**src/rtl/arm_lsu_pkg.sv**
```systemverilog
// Shared types and helpers for the ARM load/store unit.
package arm_lsu_pkg;

  typedef enum logic [1:0] {
    SZ_B = 2'b00,
    SZ_H = 2'b01,
    SZ_W = 2'b10,
    SZ_D = 2'b11
  } lsu_size_t;

  typedef enum logic [1:0] {
    IDLE,
    ISSUE,
    WAIT_R,
    RESP
  } lsu_state_t;

  localparam int LANE_BITS = 8;

  function automatic int size_bytes(input lsu_size_t size);
    case (size)
      SZ_B:    return 1;
      SZ_H:    return 2;
      SZ_W:    return 4;
      default: return 8;
    endcase
  endfunction

endpackage

```
**src/rtl/arm_lsu_if.sv**
```systemverilog
// Core-side request/response and memory-side command/read-data bundle of the LSU.
interface arm_lsu_if #(
  parameter int DATA_W = 32,
  parameter int ADDR_W = 32
);

  logic                  req_valid;
  logic                  req_ready;
  logic                  req_write;
  logic [1:0]            req_size;
  logic                  req_signed;
  logic [ADDR_W-1:0]     req_addr;
  logic [DATA_W-1:0]     req_wdata;

  logic                  resp_valid;
  logic [DATA_W-1:0]     resp_rdata;
  logic                  resp_fault;

  logic                  mem_valid;
  logic                  mem_ready;
  logic                  mem_write;
  logic [DATA_W/8-1:0]   mem_be;
  logic [ADDR_W-1:0]     mem_addr;
  logic [DATA_W-1:0]     mem_wdata;
  logic                  mem_rvalid;
  logic [DATA_W-1:0]     mem_rdata;

  modport master (
    output req_valid, req_write, req_size, req_signed, req_addr, req_wdata,
    output mem_ready, mem_rvalid, mem_rdata,
    input  req_ready, resp_valid, resp_rdata, resp_fault,
    input  mem_valid, mem_write, mem_be, mem_addr, mem_wdata
  );

  modport slave (
    input  req_valid, req_write, req_size, req_signed, req_addr, req_wdata,
    input  mem_ready, mem_rvalid, mem_rdata,
    output req_ready, resp_valid, resp_rdata, resp_fault,
    output mem_valid, mem_write, mem_be, mem_addr, mem_wdata
  );

endinterface

```
**src/rtl/arm_lsu_align.sv**
```systemverilog
// Byte-lane steering for the LSU: byte enables, store replication and load
// extract/extend, all purely combinational.
module arm_lsu_align
  import arm_lsu_pkg::*;
#(
  parameter int DATA_W = 32,
  localparam int NB    = DATA_W / 8,
  localparam int OFF_W = $clog2(NB)
) (
  input  lsu_size_t         size,
  input  logic [OFF_W-1:0]  off,
  input  logic              load_signed,
  input  logic [DATA_W-1:0] wdata,
  input  logic [DATA_W-1:0] rdata,
  output logic [NB-1:0]     be,
  output logic [DATA_W-1:0] wdata_rep,
  output logic [DATA_W-1:0] rdata_ext
);

  int                nbytes;
  int                keep;
  logic [DATA_W-1:0] shifted;
  logic              msb;
  logic              sign;

  always_comb begin
    nbytes = size_bytes(size);
    if (nbytes > NB) nbytes = NB;
    keep = nbytes * LANE_BITS;

    be = '0;
    for (int i = 0; i < NB; i++) begin
      if (i >= int'(off) && i < int'(off) + nbytes) be[i] = 1'b1;
    end

    case (size)
      SZ_B:    wdata_rep = {NB{wdata[7:0]}};
      SZ_H:    wdata_rep = {(NB/2){wdata[15:0]}};
      SZ_W:    wdata_rep = {(NB/4){wdata[31:0]}};
      default: wdata_rep = wdata;
    endcase

    shifted = rdata >> (int'(off) * LANE_BITS);
    case (size)
      SZ_B:    msb = shifted[7];
      SZ_H:    msb = shifted[15];
      SZ_W:    msb = shifted[31];
      default: msb = shifted[DATA_W-1];
    endcase
    // Full-width loads have nothing to extend, so req_signed is moot there.
    sign = load_signed && (keep < DATA_W) && msb;
    for (int j = 0; j < DATA_W; j++) begin
      rdata_ext[j] = (j < keep) ? shifted[j] : sign;
    end
  end

endmodule

```
**src/rtl/arm_lsu.sv**
```systemverilog
// Load/store unit FSM: accepts one core request at a time, drives a valid/ready
// memory command, waits for read data and returns a one-cycle response.
module arm_lsu
  import arm_lsu_pkg::*;
#(
  parameter int DATA_W  = 32,
  parameter int ADDR_W  = 32,
  parameter int TIMEOUT = 15
) (
  input  logic      clk,
  input  logic      reset,
  arm_lsu_if.slave  bus
);

  localparam int NB    = DATA_W / 8;
  localparam int OFF_W = $clog2(NB);
  localparam int CNT_W = $clog2(TIMEOUT + 1);

  lsu_state_t        state, state_n;
  logic [ADDR_W-1:0] addr_q;
  lsu_size_t         size_q;
  logic              signed_q;
  logic              write_q;
  logic [DATA_W-1:0] wdata_q;
  logic [DATA_W-1:0] rdata_q, rdata_n;
  logic              fault_q, fault_n;
  logic [CNT_W-1:0]  cnt_q, cnt_n;
  logic              stale_q, stale_n;
  logic              capture;

  lsu_size_t         req_size;
  logic              misaligned;
  logic              illegal;
  logic              expired;

  logic [NB-1:0]     be;
  logic [DATA_W-1:0] wdata_rep;
  logic [DATA_W-1:0] rdata_ext;
  logic              in_issue;
  logic              in_resp;

  assign req_size = lsu_size_t'(bus.req_size);
  assign illegal  = (req_size == SZ_D) && (DATA_W == 32);
  assign expired  = (cnt_q == CNT_W'(TIMEOUT - 1));

  always_comb begin
    case (req_size)
      SZ_H:    misaligned = bus.req_addr[0];
      SZ_W:    misaligned = |bus.req_addr[1:0];
      SZ_D:    misaligned = |bus.req_addr[2:0];
      default: misaligned = 1'b0;
    endcase
  end

  arm_lsu_align #(.DATA_W(DATA_W)) u_align (
    .size        (size_q),
    .off         (addr_q[OFF_W-1:0]),
    .load_signed (signed_q),
    .wdata       (wdata_q),
    .rdata       (bus.mem_rdata),
    .be          (be),
    .wdata_rep   (wdata_rep),
    .rdata_ext   (rdata_ext)
  );

  always_ff @(posedge clk or posedge reset) begin
    if (reset) begin
      state    <= IDLE;
      cnt_q    <= '0;
      stale_q  <= 1'b0;
      fault_q  <= 1'b0;
      rdata_q  <= '0;
      addr_q   <= '0;
      size_q   <= SZ_B;
      signed_q <= 1'b0;
      write_q  <= 1'b0;
      wdata_q  <= '0;
    end else begin
      state   <= state_n;
      cnt_q   <= cnt_n;
      stale_q <= stale_n;
      fault_q <= fault_n;
      rdata_q <= rdata_n;
      if (capture) begin
        addr_q   <= bus.req_addr;
        size_q   <= req_size;
        signed_q <= bus.req_signed;
        write_q  <= bus.req_write;
        wdata_q  <= bus.req_wdata;
      end
    end
  end

  // A read that timed out in WAIT_R still owes one mem_rvalid; stale swallows
  // it whenever it shows up, including inside a later read's WAIT_R.
  always_comb begin
    state_n = state;
    cnt_n   = cnt_q;
    stale_n = stale_q;
    fault_n = fault_q;
    rdata_n = rdata_q;
    capture = 1'b0;

    if (stale_q && bus.mem_rvalid) stale_n = 1'b0;

    case (state)
      IDLE: begin
        if (bus.req_valid) begin
          capture = 1'b1;
          cnt_n   = '0;
          rdata_n = '0;
          if (misaligned || illegal) begin
            fault_n = 1'b1;
            state_n = RESP;
          end else begin
            fault_n = 1'b0;
            state_n = ISSUE;
          end
        end
      end
      ISSUE: begin
        if (bus.mem_ready) begin
          cnt_n   = '0;
          state_n = write_q ? RESP : WAIT_R;
        end else if (expired) begin
          fault_n = 1'b1;
          state_n = RESP;
        end else begin
          cnt_n = cnt_q + CNT_W'(1);
        end
      end
      WAIT_R: begin
        if (bus.mem_rvalid && !stale_q) begin
          rdata_n = rdata_ext;
          state_n = RESP;
        end else if (expired) begin
          fault_n = 1'b1;
          stale_n = 1'b1;
          state_n = RESP;
        end else begin
          cnt_n = cnt_q + CNT_W'(1);
        end
      end
      default: begin
        state_n = IDLE;
      end
    endcase
  end

  // Command fields are gated to ISSUE so they read as zero whenever mem_valid is low.
  assign in_issue       = (state == ISSUE);
  assign in_resp        = (state == RESP);
  assign bus.req_ready  = (state == IDLE);
  assign bus.mem_valid  = in_issue;
  assign bus.mem_write  = in_issue & write_q;
  assign bus.mem_be     = in_issue ? be : '0;
  assign bus.mem_addr   = in_issue ? {addr_q[ADDR_W-1:OFF_W], {OFF_W{1'b0}}} : '0;
  assign bus.mem_wdata  = in_issue ? wdata_rep : '0;
  assign bus.resp_valid = in_resp;
  assign bus.resp_fault = in_resp & fault_q;
  assign bus.resp_rdata = in_resp ? rdata_q : '0;

endmodule

```
**src/flat_wrapper.sv**
```systemverilog
// flat-port wrapper written by rule: the top's interface ports become plain ports
module arm_lsu_flat import arm_lsu_pkg::*;
#(
  parameter int DATA_W  = 32,
  parameter int ADDR_W  = 32,
  parameter int TIMEOUT = 15
)
  (clk, reset, bus_req_valid, bus_req_write, bus_req_size, bus_req_signed, bus_req_addr, bus_req_wdata, bus_mem_ready, bus_mem_rvalid, bus_mem_rdata, bus_req_ready, bus_resp_valid, bus_resp_rdata, bus_resp_fault, bus_mem_valid, bus_mem_write, bus_mem_be, bus_mem_addr, bus_mem_wdata);
  arm_lsu_if #(.DATA_W(DATA_W), .ADDR_W(ADDR_W)) bus_i ();
  input  logic clk;
  input  logic reset;
  input wire logic [$bits(bus_i.req_valid)-1:0] bus_req_valid;
  input wire logic [$bits(bus_i.req_write)-1:0] bus_req_write;
  input wire logic [$bits(bus_i.req_size)-1:0] bus_req_size;
  input wire logic [$bits(bus_i.req_signed)-1:0] bus_req_signed;
  input wire logic [$bits(bus_i.req_addr)-1:0] bus_req_addr;
  input wire logic [$bits(bus_i.req_wdata)-1:0] bus_req_wdata;
  input wire logic [$bits(bus_i.mem_ready)-1:0] bus_mem_ready;
  input wire logic [$bits(bus_i.mem_rvalid)-1:0] bus_mem_rvalid;
  input wire logic [$bits(bus_i.mem_rdata)-1:0] bus_mem_rdata;
  output wire logic [$bits(bus_i.req_ready)-1:0] bus_req_ready;
  output wire logic [$bits(bus_i.resp_valid)-1:0] bus_resp_valid;
  output wire logic [$bits(bus_i.resp_rdata)-1:0] bus_resp_rdata;
  output wire logic [$bits(bus_i.resp_fault)-1:0] bus_resp_fault;
  output wire logic [$bits(bus_i.mem_valid)-1:0] bus_mem_valid;
  output wire logic [$bits(bus_i.mem_write)-1:0] bus_mem_write;
  output wire logic [$bits(bus_i.mem_be)-1:0] bus_mem_be;
  output wire logic [$bits(bus_i.mem_addr)-1:0] bus_mem_addr;
  output wire logic [$bits(bus_i.mem_wdata)-1:0] bus_mem_wdata;
  assign bus_i.req_valid = bus_req_valid;
  assign bus_i.req_write = bus_req_write;
  assign bus_i.req_size = bus_req_size;
  assign bus_i.req_signed = bus_req_signed;
  assign bus_i.req_addr = bus_req_addr;
  assign bus_i.req_wdata = bus_req_wdata;
  assign bus_i.mem_ready = bus_mem_ready;
  assign bus_i.mem_rvalid = bus_mem_rvalid;
  assign bus_i.mem_rdata = bus_mem_rdata;
  assign bus_req_ready = bus_i.req_ready;
  assign bus_resp_valid = bus_i.resp_valid;
  assign bus_resp_rdata = bus_i.resp_rdata;
  assign bus_resp_fault = bus_i.resp_fault;
  assign bus_mem_valid = bus_i.mem_valid;
  assign bus_mem_write = bus_i.mem_write;
  assign bus_mem_be = bus_i.mem_be;
  assign bus_mem_addr = bus_i.mem_addr;
  assign bus_mem_wdata = bus_i.mem_wdata;
  arm_lsu #(.DATA_W(DATA_W), .ADDR_W(ADDR_W), .TIMEOUT(TIMEOUT)) u_core (.clk(clk), .reset(reset), .bus(bus_i));
endmodule
```
**config.mk**
```make
export PLATFORM = sky130hd
export DESIGN_NAME = arm_lsu_flat
export DESIGN_NICKNAME = d
export VERILOG_FILES = /design/src/rtl/arm_lsu_pkg.sv /design/src/rtl/arm_lsu_if.sv /design/src/rtl/arm_lsu_align.sv /design/src/rtl/arm_lsu.sv /design/src/flat_wrapper.sv
export SDC_FILE = /design/constraint.sdc
export NUM_CORES = 1
export LEC_CHECK = 0
export BUFFER_PORTS_ARGS = -buffer_cell sky130_fd_sc_hd__buf_2
export CORE_MARGIN = 2
export CORE_UTILIZATION = 50
export DETAILED_ROUTE_END_ITERATION = 8
export PLACE_DENSITY = 0.83
export RECOVER_POWER = 50
export SLEW_MARGIN = 20
export SYNTH_ARGS = -nofsm -noshare
export SYNTH_HDL_FRONTEND = slang
export SYNTH_SLANG_ARGS = --single-unit
```
**constraint.sdc**
```tcl
create_clock -name clk -period 4.3 [get_ports clk]
set_input_delay 0.43 -clock clk [delete_from_list [all_inputs] [get_ports clk]]
set_output_delay 0.43 -clock clk [all_outputs]
set_load 0.005 [all_outputs]
```
==> metrics.md, run 1 <==
| Metric | Value |
|---|---|
| Setup repair after global routing missed its margin | `false` |
| Top post-synthesis cells by area | `dfrtp_1 (47%), mux2_2 (15%), and2_1 (7.8%)` |
| Die Y | `111 um` |
| Clock Sinks | `108` |
| VDD IR max | `0.374 mV` |
| GP Congestion | `0.900` |
| Hold EP | `u_core.stale_q$_DFF_PP0_` |
| Crit path max fanout | `16` |
| First-pass GRT wire length | `25.3 mm` |
| Max cap viols | `2` |
| EDFF count, synth | `0` |
| Area growth, synth to finish | `23.8%` |
| Setup slack after layout | `469 ps` |
| Synth top cells by count | `dfrtp_1 (108), mux2_2 (77), and2_1 (72), nor2_1 (38), a21oi_1 (37)` |
| Dpl hpwl | `11.5 mm` |
| Seq. cell area | `2700 sq um` |
| Drt initial violations | `274` |
| PwrDens | `705 nW/um^2` |
| Clock Skews | `6.59 ps` |
| Root Driver | `clkbuf_16` |
| Vias | `4884` |
| Core area | `11300 sq um` |
| Total Wirelength | `15.7 mm` |
| Clock H-tree levels | `3` |
| CP max stage cell | `dfrtp_1` |
| Fmax | `261 MHz` |
| Synth cell types | `45` |
| Via density | `5.60` |
| CP Class | `flip-flop to primary output` |
| WL per Instance | `18.0 um` |
| Yosys top cell by area | `dfrtp_1` |
| Period utilization | `0.891` |
| Final net count | `838` |
| Final setup TNS | `0 ps` |
| Post-CTS setup buffers | `0` |
| Outcome | `finished, violations left` |
| CP Data Arrival Time | `3400 ps` |
| Clock Path Buffers | `2` |
| Dpl ws | `870 ps` |
| CP top delay family | `buffers and inverters` |
| FF+latch count, synth | `108` |
| Most common cell in the netlist | `dfrtp_1` |
| Worst path max stage delay | `640 ps` |
| Worst-path clk slew | `70 ps` |
| Fin cells | `872` |
| CP cell instances | `or2_2 > inv_1 > ha_1 > inv_1 > fa_1 > inv_1 > nand3_1 > o22ai_1 > a221oi_1 > buf_2` |
| Min cycle time layout | `3830 ps` |
| Initial antenna violation count | `1` |
| Worst Path Buf+Inv | `4` |
| Initial Util | `0.510` |
| Hold slack | `302 ps` |
| Rel. slew slack | `-1.08` |
| Least-Margin Pin Slew | `3120 ps` |
| Clock insertion delay at the later pin of the skew report | `350 ps` |
| Worst R2R Setup Slack | `1230 ps` |
| DRC viols | `0` |
| Fill cells | `935` |
| Critical path launch point type | `flip-flop` |
| DIE AREA | `12400 sq um` |
| Ys flop type | `dfrtp_1` |
| First-pass iteration count of the detailed router | `4` |
| I/O pin total | `210` |
| Critical Path End Type | `primary output` |
| # hold bufs at CTS | `0` |
| Yosys Warn Count | `0` |
| Sequential fraction of the synthesis area | `0.468` |
| Vias in the first global route | `5018` |
| Asr flop ratio synth | `1.00` |
| Multi-input logic area | `2850 sq um` |
| ANT cells | `0` |
| Fin. Hold Viols | `0` |
| Hold Crit Depth | `2` |
| Antenna-violating nets left | `0` |
| GRT Total Usage | `0.254` |
| Reg-to-reg endpoint | `u_core.rdata_q[21]$_DFFE_PP0P_` |
| Largest net degree at the start of global routing | `84` |
| Die width | `111 um` |
| TritonCTS clock tree | `yes` |
| R2R depth | `4` |
| Post-Place Cells | `856` |
| Failing checks | `max-capacitance violations, max-slew violations` |
| Resize count post-CTS | `0` |
| Post-Synthesis Cells | `538` |
| CP most frequent cell | `inv_1` |
| Row cnt | `39` |
| Reg-to-Reg Start | `u_core.addr_q[0]$_DFFE_PP0P_` |
| Num CTS Buffers | `9` |
| Setup Viol. Count Final | `0` |
| Worst Hold Class | `primary input to flip-flop` |
| Layout cells sized above 1 | `0.435` |
| Port bufs | `207` |
| Top-area cell type share of the netlist area | `0.468` |
| Mean Syn Cell Area | `10.7 sq um` |
| Remaining Overflow, GRT | `0` |
| WP data required | `3870 ps` |
| Hold_sp | `bus_mem_rvalid` |
| Leakage power | `3.66 nW` |
| Slew Limit Fails | `129` |
| Post-synthesis cell area | `5770 sq um` |
layout make-up:
| type | count | share of cell area |
|---|---|---|
| Multi-Input combinational cell | 380 | 0.399 |
| Sequential cell | 108 | 0.378 |
| Timing Repair Buffer | 211 | 0.148 |
| Clock buffer | 9 | 0.0315 |
| Tap cell | 143 | 0.0250 |
| Clock inverter | 7 | 0.0105 |
| Inverter | 14 | 0.00736 |
flip-flops by register name (all words and copies together) (netlist names):
signal,cells
u_core.addr_q,32
u_core.cnt_q,4
u_core.fault_q,1
u_core.rdata_q,32
u_core.signed_q,1
u_core.size_q,2
u_core.stale_q,1
u_core.state,2
u_core.wdata_q,32
u_core.write_q,1
report_power, final:
part / switching, W / internal, W
clock: 0.000394 / 0.000456
sequential: 0.000424 / 0.00149
combinational: 0.00114 / 0.00114
total: 0.00196 / 0.00308
how the worst max path moves through the flow:
stage / slack, ps / to / startpoint / cells after the start
2_1_floorplan: 1020 / u_core.addr_q[0]$_DFFE_PP0P_ / reset / 1
3_3_place_gp: 1000 / bus_mem_be[2] / u_core.size_q[0]$_DFFE_PP0P_ / 8
5_1_grt: 280 / bus_mem_be[2] / u_core.size_q[0]$_DFFE_PP0P_ / 10
4_1_cts: 480 / bus_mem_be[2] / u_core.size_q[0]$_DFFE_PP0P_ / 10
6_report: 470 / bus_mem_be[2] / u_core.size_q[0]$_DFFE_PP0P_ / 10
3_5_place_dp: 870 / bus_mem_be[2] / u_core.size_q[0]$_DFFE_PP0P_ / 10
cells in the final DEF, fill, tap and decap left out, drive strengths merged, types with 2 or more instances in the layout:
cell	n
mux2	77
nor2	39
a22o	9
clkbuf	15
inv	15
mux2i	31
ha	8
nor3	2
or2	2
a41oi	2
clkinv	3
nand2	32
a221o	16
clkinvlp	2
nand3b	2
nand3	3
nand2b	4
and2	72
a21oi	37
o22ai	2
a31oi	3
dfrtp	108
conb	2
nor2b	4
buf	205
o21ai	20
through the flow:
step | total power, W | area [sq um] | utilization
2_1_floorplan | 0.00344 | 5780 | -
3_3_place_gp | 0.00405 | 6860 | 0.606
3_5_place_dp | 0.00418 | 6860 | 0.606
4_1_cts | 0.00505 | 7160 | 0.632
5_1_grt | 0.00538 | 7140 | 0.631
6_report | 0.00504 | 7140 | 0.631
cells by family after synthesis:
logic type,Yosys count,synth area share
other,1,0.000650
flip-flops,108,0.468
adder cells (fa/ha/maj),9,0.0208
AO/OA/AOI/OAI,98,0.118
buffers and inverters,51,0.0381
multiplexers,109,0.208
AND/OR/NAND/NOR,162,0.146
per-layer routing:
metal / part of all wire / GRT usage / routed length, um / vias up
met1: 0.40 / 0.312 / 6330 / 2385
met4: 0.023 / 0.0988 / 365 / 2
met5: 0.00083 / 0 / 13 / -
li1: - / - / - / 2241
met2: 0.48 / 0.425 / 7600 / 224
met3: 0.088 / 0.0735 / 1380 / 32
No activity file was read; power rests on OpenSTA's default activity.
==> inputs of run 2 (changes only) <==
CELL_PAD_IN_SITES_DETAIL_PLACEMENT = 1   (was default)
CELL_PAD_IN_SITES_GLOBAL_PLACEMENT = 1   (was default)
CORE_UTILIZATION = 38   (was 50)
PLACE_DENSITY = 0.82   (was 0.83)
SYNTH_HIERARCHICAL = 1   (was default)
==> run 2 against run 1 <==
Compared with the run above: synthesized area up 8.3%; die area grew 41%; the flow still finishes with violations (max-capacitance violations, max-slew violations); critical endpoint is now bus_mem_wdata[16]; hold slack lost 6.5 ps; utilization fell by 15 points.
==> metrics.md, run 2 <==
| Metric | Value |
|---|---|
| Least-Margin Pin Slew | `2050 ps` |
| Clock insertion delay at the later pin of the skew report | `360 ps` |
| Logic pwr share | `0.506` |
| Top post-synthesis cells by area | `dfrtp_1 (43%), mux2_2 (16%), and2_1 (10%)` |
| Finished Cell Area | `7640 sq um` |
| Clock Sinks | `108` |
| VDD IR max | `0.290 mV` |
| Clock Skews | `11.1 ps` |
| Worst-path clk slew | `80 ps` |
| First-pass iteration count of the detailed router | `4` |
| Fin cells | `1029` |
| Remaining Overflow, GRT | `0` |
| Antenna-violating nets left | `0` |
| Worst Hold Class | `primary input to flip-flop` |
| PwrDens | `706 nW/um^2` |
| Total Wirelength | `17.4 mm` |
| Ys flop type | `dfrtp_1` |
| Die Y | `132 um` |
| Layout cells sized above 1 | `0.408` |
| GR met2 Demand/Resource | `0.353` |
| Setup Viol. Count Final | `0` |
| Via density | `5.03` |
| WL per Instance | `17.0 um` |
| Mean Syn Cell Area | `9.91 sq um` |
| Final setup TNS | `0 ps` |
| Yosys Warn Count | `6` |
| NetSw | `0.00216 W` |
| Port bufs | `207` |
| DIE AREA | `17500 sq um` |
| Most common cell after layout, fill and taps aside | `buf_2` |
| Min cycle time layout | `3330 ps` |
| P_int | `0.00324 W` |
| Leakage power | `3.78 nW` |
| Synth cell types | `49` |
| Failing checks | `max-capacitance violations, max-slew violations` |
| Hold slack | `296 ps` |
| Asr flop ratio synth | `1.00` |
| Vias in the first global route | `5636` |
| I/O pin total | `210` |
| Top Registers | `u_core/addr_q: 32 flops, u_core/rdata_q: 32 flops, u_core/wdata_q: 32 flops` |
| Critical Path End Type | `primary output` |
| DP Area | `7340 sq um` |
| Initial antenna violation count | `1` |
| GP Congestion | `0.795` |
| Synth top cells by count | `dfrtp_1 (108), and2_1 (101), nand2_1 (95), mux2_2 (91), o21ai_0 (47)` |
| Largest net degree at the start of global routing | `75` |
| Critical path launch point type | `flip-flop` |
| CP Data Arrival Time | `2900 ps` |
| Clock H-tree levels | `3` |
| Post-CTS setup buffers | `0` |
| Dpl ws | `1440 ps` |
| Post-Synthesis Cells | `631` |
| Worst R2R Setup Slack | `1120 ps` |
| EDFF count, synth | `0` |
| Clock Path Buffers | `2` |
| Net Sw Frac | `0.400` |
| CP Class | `flip-flop to primary output` |
| Commonest cells after routing, fill and taps aside | `buf_2 (205), dfrtp_1 (108), and2_1 (101), nand2_1 (95), mux2_2 (91)` |
| Root Driver | `clkbuf_16` |
| Setup slack after layout | `966 ps` |
| Setup repair after global routing missed its margin | `false` |
| GRT Total Usage | `0.202` |
| Clk network pwr share | `0.162` |
| Num CTS Buffers | `9` |
| Fin. Hold Viols | `0` |
| Final net count | `921` |
| Row cnt | `46` |
| Met1 usage | `0.241` |
| Top-area cell type share of the netlist area | `0.432` |
| Outcome | `finished, violations left` |
| FF+latch count, synth | `108` |
| First-pass GRT wire length | `28.6 mm` |
| Most common cell in the netlist | `dfrtp_1` |
| Crit path max fanout | `74` |
| Max cap viols | `2` |
| Post-synthesis cell area | `6250 sq um` |
| Rel. slew slack | `-0.365` |
| GRT met3 Usage | `0.0661` |
| Slew Limit Fails | `112` |
| Core area | `16000 sq um` |
| Period utilization | `0.775` |
| DRC viols | `0` |
| Busiest grt layer | `met2` |
| Yosys top cell by area | `dfrtp_1` |
| Post-Place Cells | `1011` |
| Area growth, synth to finish | `22.3%` |
| Sequential fraction of the synthesis area | `0.432` |
| Dpl hpwl | `12.7 mm` |
| Vias | `5176` |
| Fmax | `300 MHz` |
| TritonCTS clock tree | `yes` |
| WP data required | `3870 ps` |
| Drt initial violations | `164` |
| Sequential share of power | `0.333` |
| Die width | `132 um` |
| Initial Util | `0.391` |
[run 2: cell types whose count changed in the layout (fill, tap and decap cells not counted), moves of 8 or more]
cell and delta:
nand2_1 +63, and2_1 +43, o21ai_0 +28, nor2_1 -22, a21oi_1 -21, and2_0 -14
mux2_2 +14, mux2i_1 -11, a221o_2 -10, a211oi_1 +8
[run 2: repair_timing]
action	4_1_cts	5_1_grt
resized for setup	0	0
hold buffers	1	0
endpoints found under the hold margin	10	0
[run 2: final timing paths]
check,endpoint,start,cells after the start
worst max-delay path,bus_mem_wdata[16],u_core/state[1]$_DFFE_PP0N_,4
worst min-delay path,u_core/addr_q[5]$_DFFE_PP0P_,bus_req_addr[5],2
worst max register to register,u_core/fault_q$_DFFE_PP0P_,u_core/state[1]$_DFFE_PP0N_,5
worst min register to register,u_core/rdata_q[29]$_DFFE_PP0P_,u_core/rdata_q[29]$_DFFE_PP0P_,2
max in group asynchronous,u_core/wdata_q[14]$_DFFE_PP0P_,reset,4
min in group asynchronous,u_core/addr_q[14]$_DFFE_PP0P_,reset,3
[run 2: critical path, stage by stage, from the launching register on]
cell and delay, ps:
dfrtp_1 420, inv_1 100, ha_1 1530, and2_1 310, buf_2 140
[run 2: final cells by class]
| type | instances | area, sq um |
|---|---|---|
| Antenna cell | 1 | 2.50 |
| Clock buffer | 9 | 225 |
| Clock inverter | 7 | 82.6 |
| Fill cell | 1910 | 8360 |
| Inverter | 9 | 35.0 |
| Multi-Input combinational cell | 461 | 3210 |
| Sequential cell | 108 | 2700 |
| Tap cell | 216 | 270 |
| Timing Repair Buffer | 218 | 1110 |
[run 2: stage by stage]
step / total power, W / util
2_1_floorplan: 0.00379 / -
5_1_grt: 0.00587 / 0.478
3_5_place_dp: 0.00457 / 0.459
6_report: 0.00540 / 0.478
3_3_place_gp: 0.00447 / 0.459
4_1_cts: 0.00547 / 0.478
[run 2: power groups by stage]
| stage | clock [W] | sequential (W) | combinational (W) |
|---|---|---|---|
| finish | 0.000873 | 0.00180 | 0.00273 |
| global route | 0.000929 | 0.00187 | 0.00307 |
| CTS | 0.000898 | 0.00180 | 0.00277 |
| detailed placement | 0 | 0.00182 | 0.00275 |
| global placement | 0 | 0.00179 | 0.00268 |
| floorplan | 0 | 0.00169 | 0.00210 |
[run 2: routing by layer]
layer | vias up | part of all wire
met2 | 150 | 0.49
met5 | - | 0
met3 | 11 | 0.078
li1 | 2476 | -
met4 | 0 | 0.0097
met1 | 2539 | 0.43
[run 2: cells by family after synthesis]
logic type	count (synthesis)	share of synthesized area
AOI/OAI and AO/OA	100	0.0991
adders and majority gates	9	0.0192
buffers and inverters	63	0.0544
DFF	108	0.432
muxes	112	0.200
other	1	0.000600
and+or+nand+nor	238	0.195
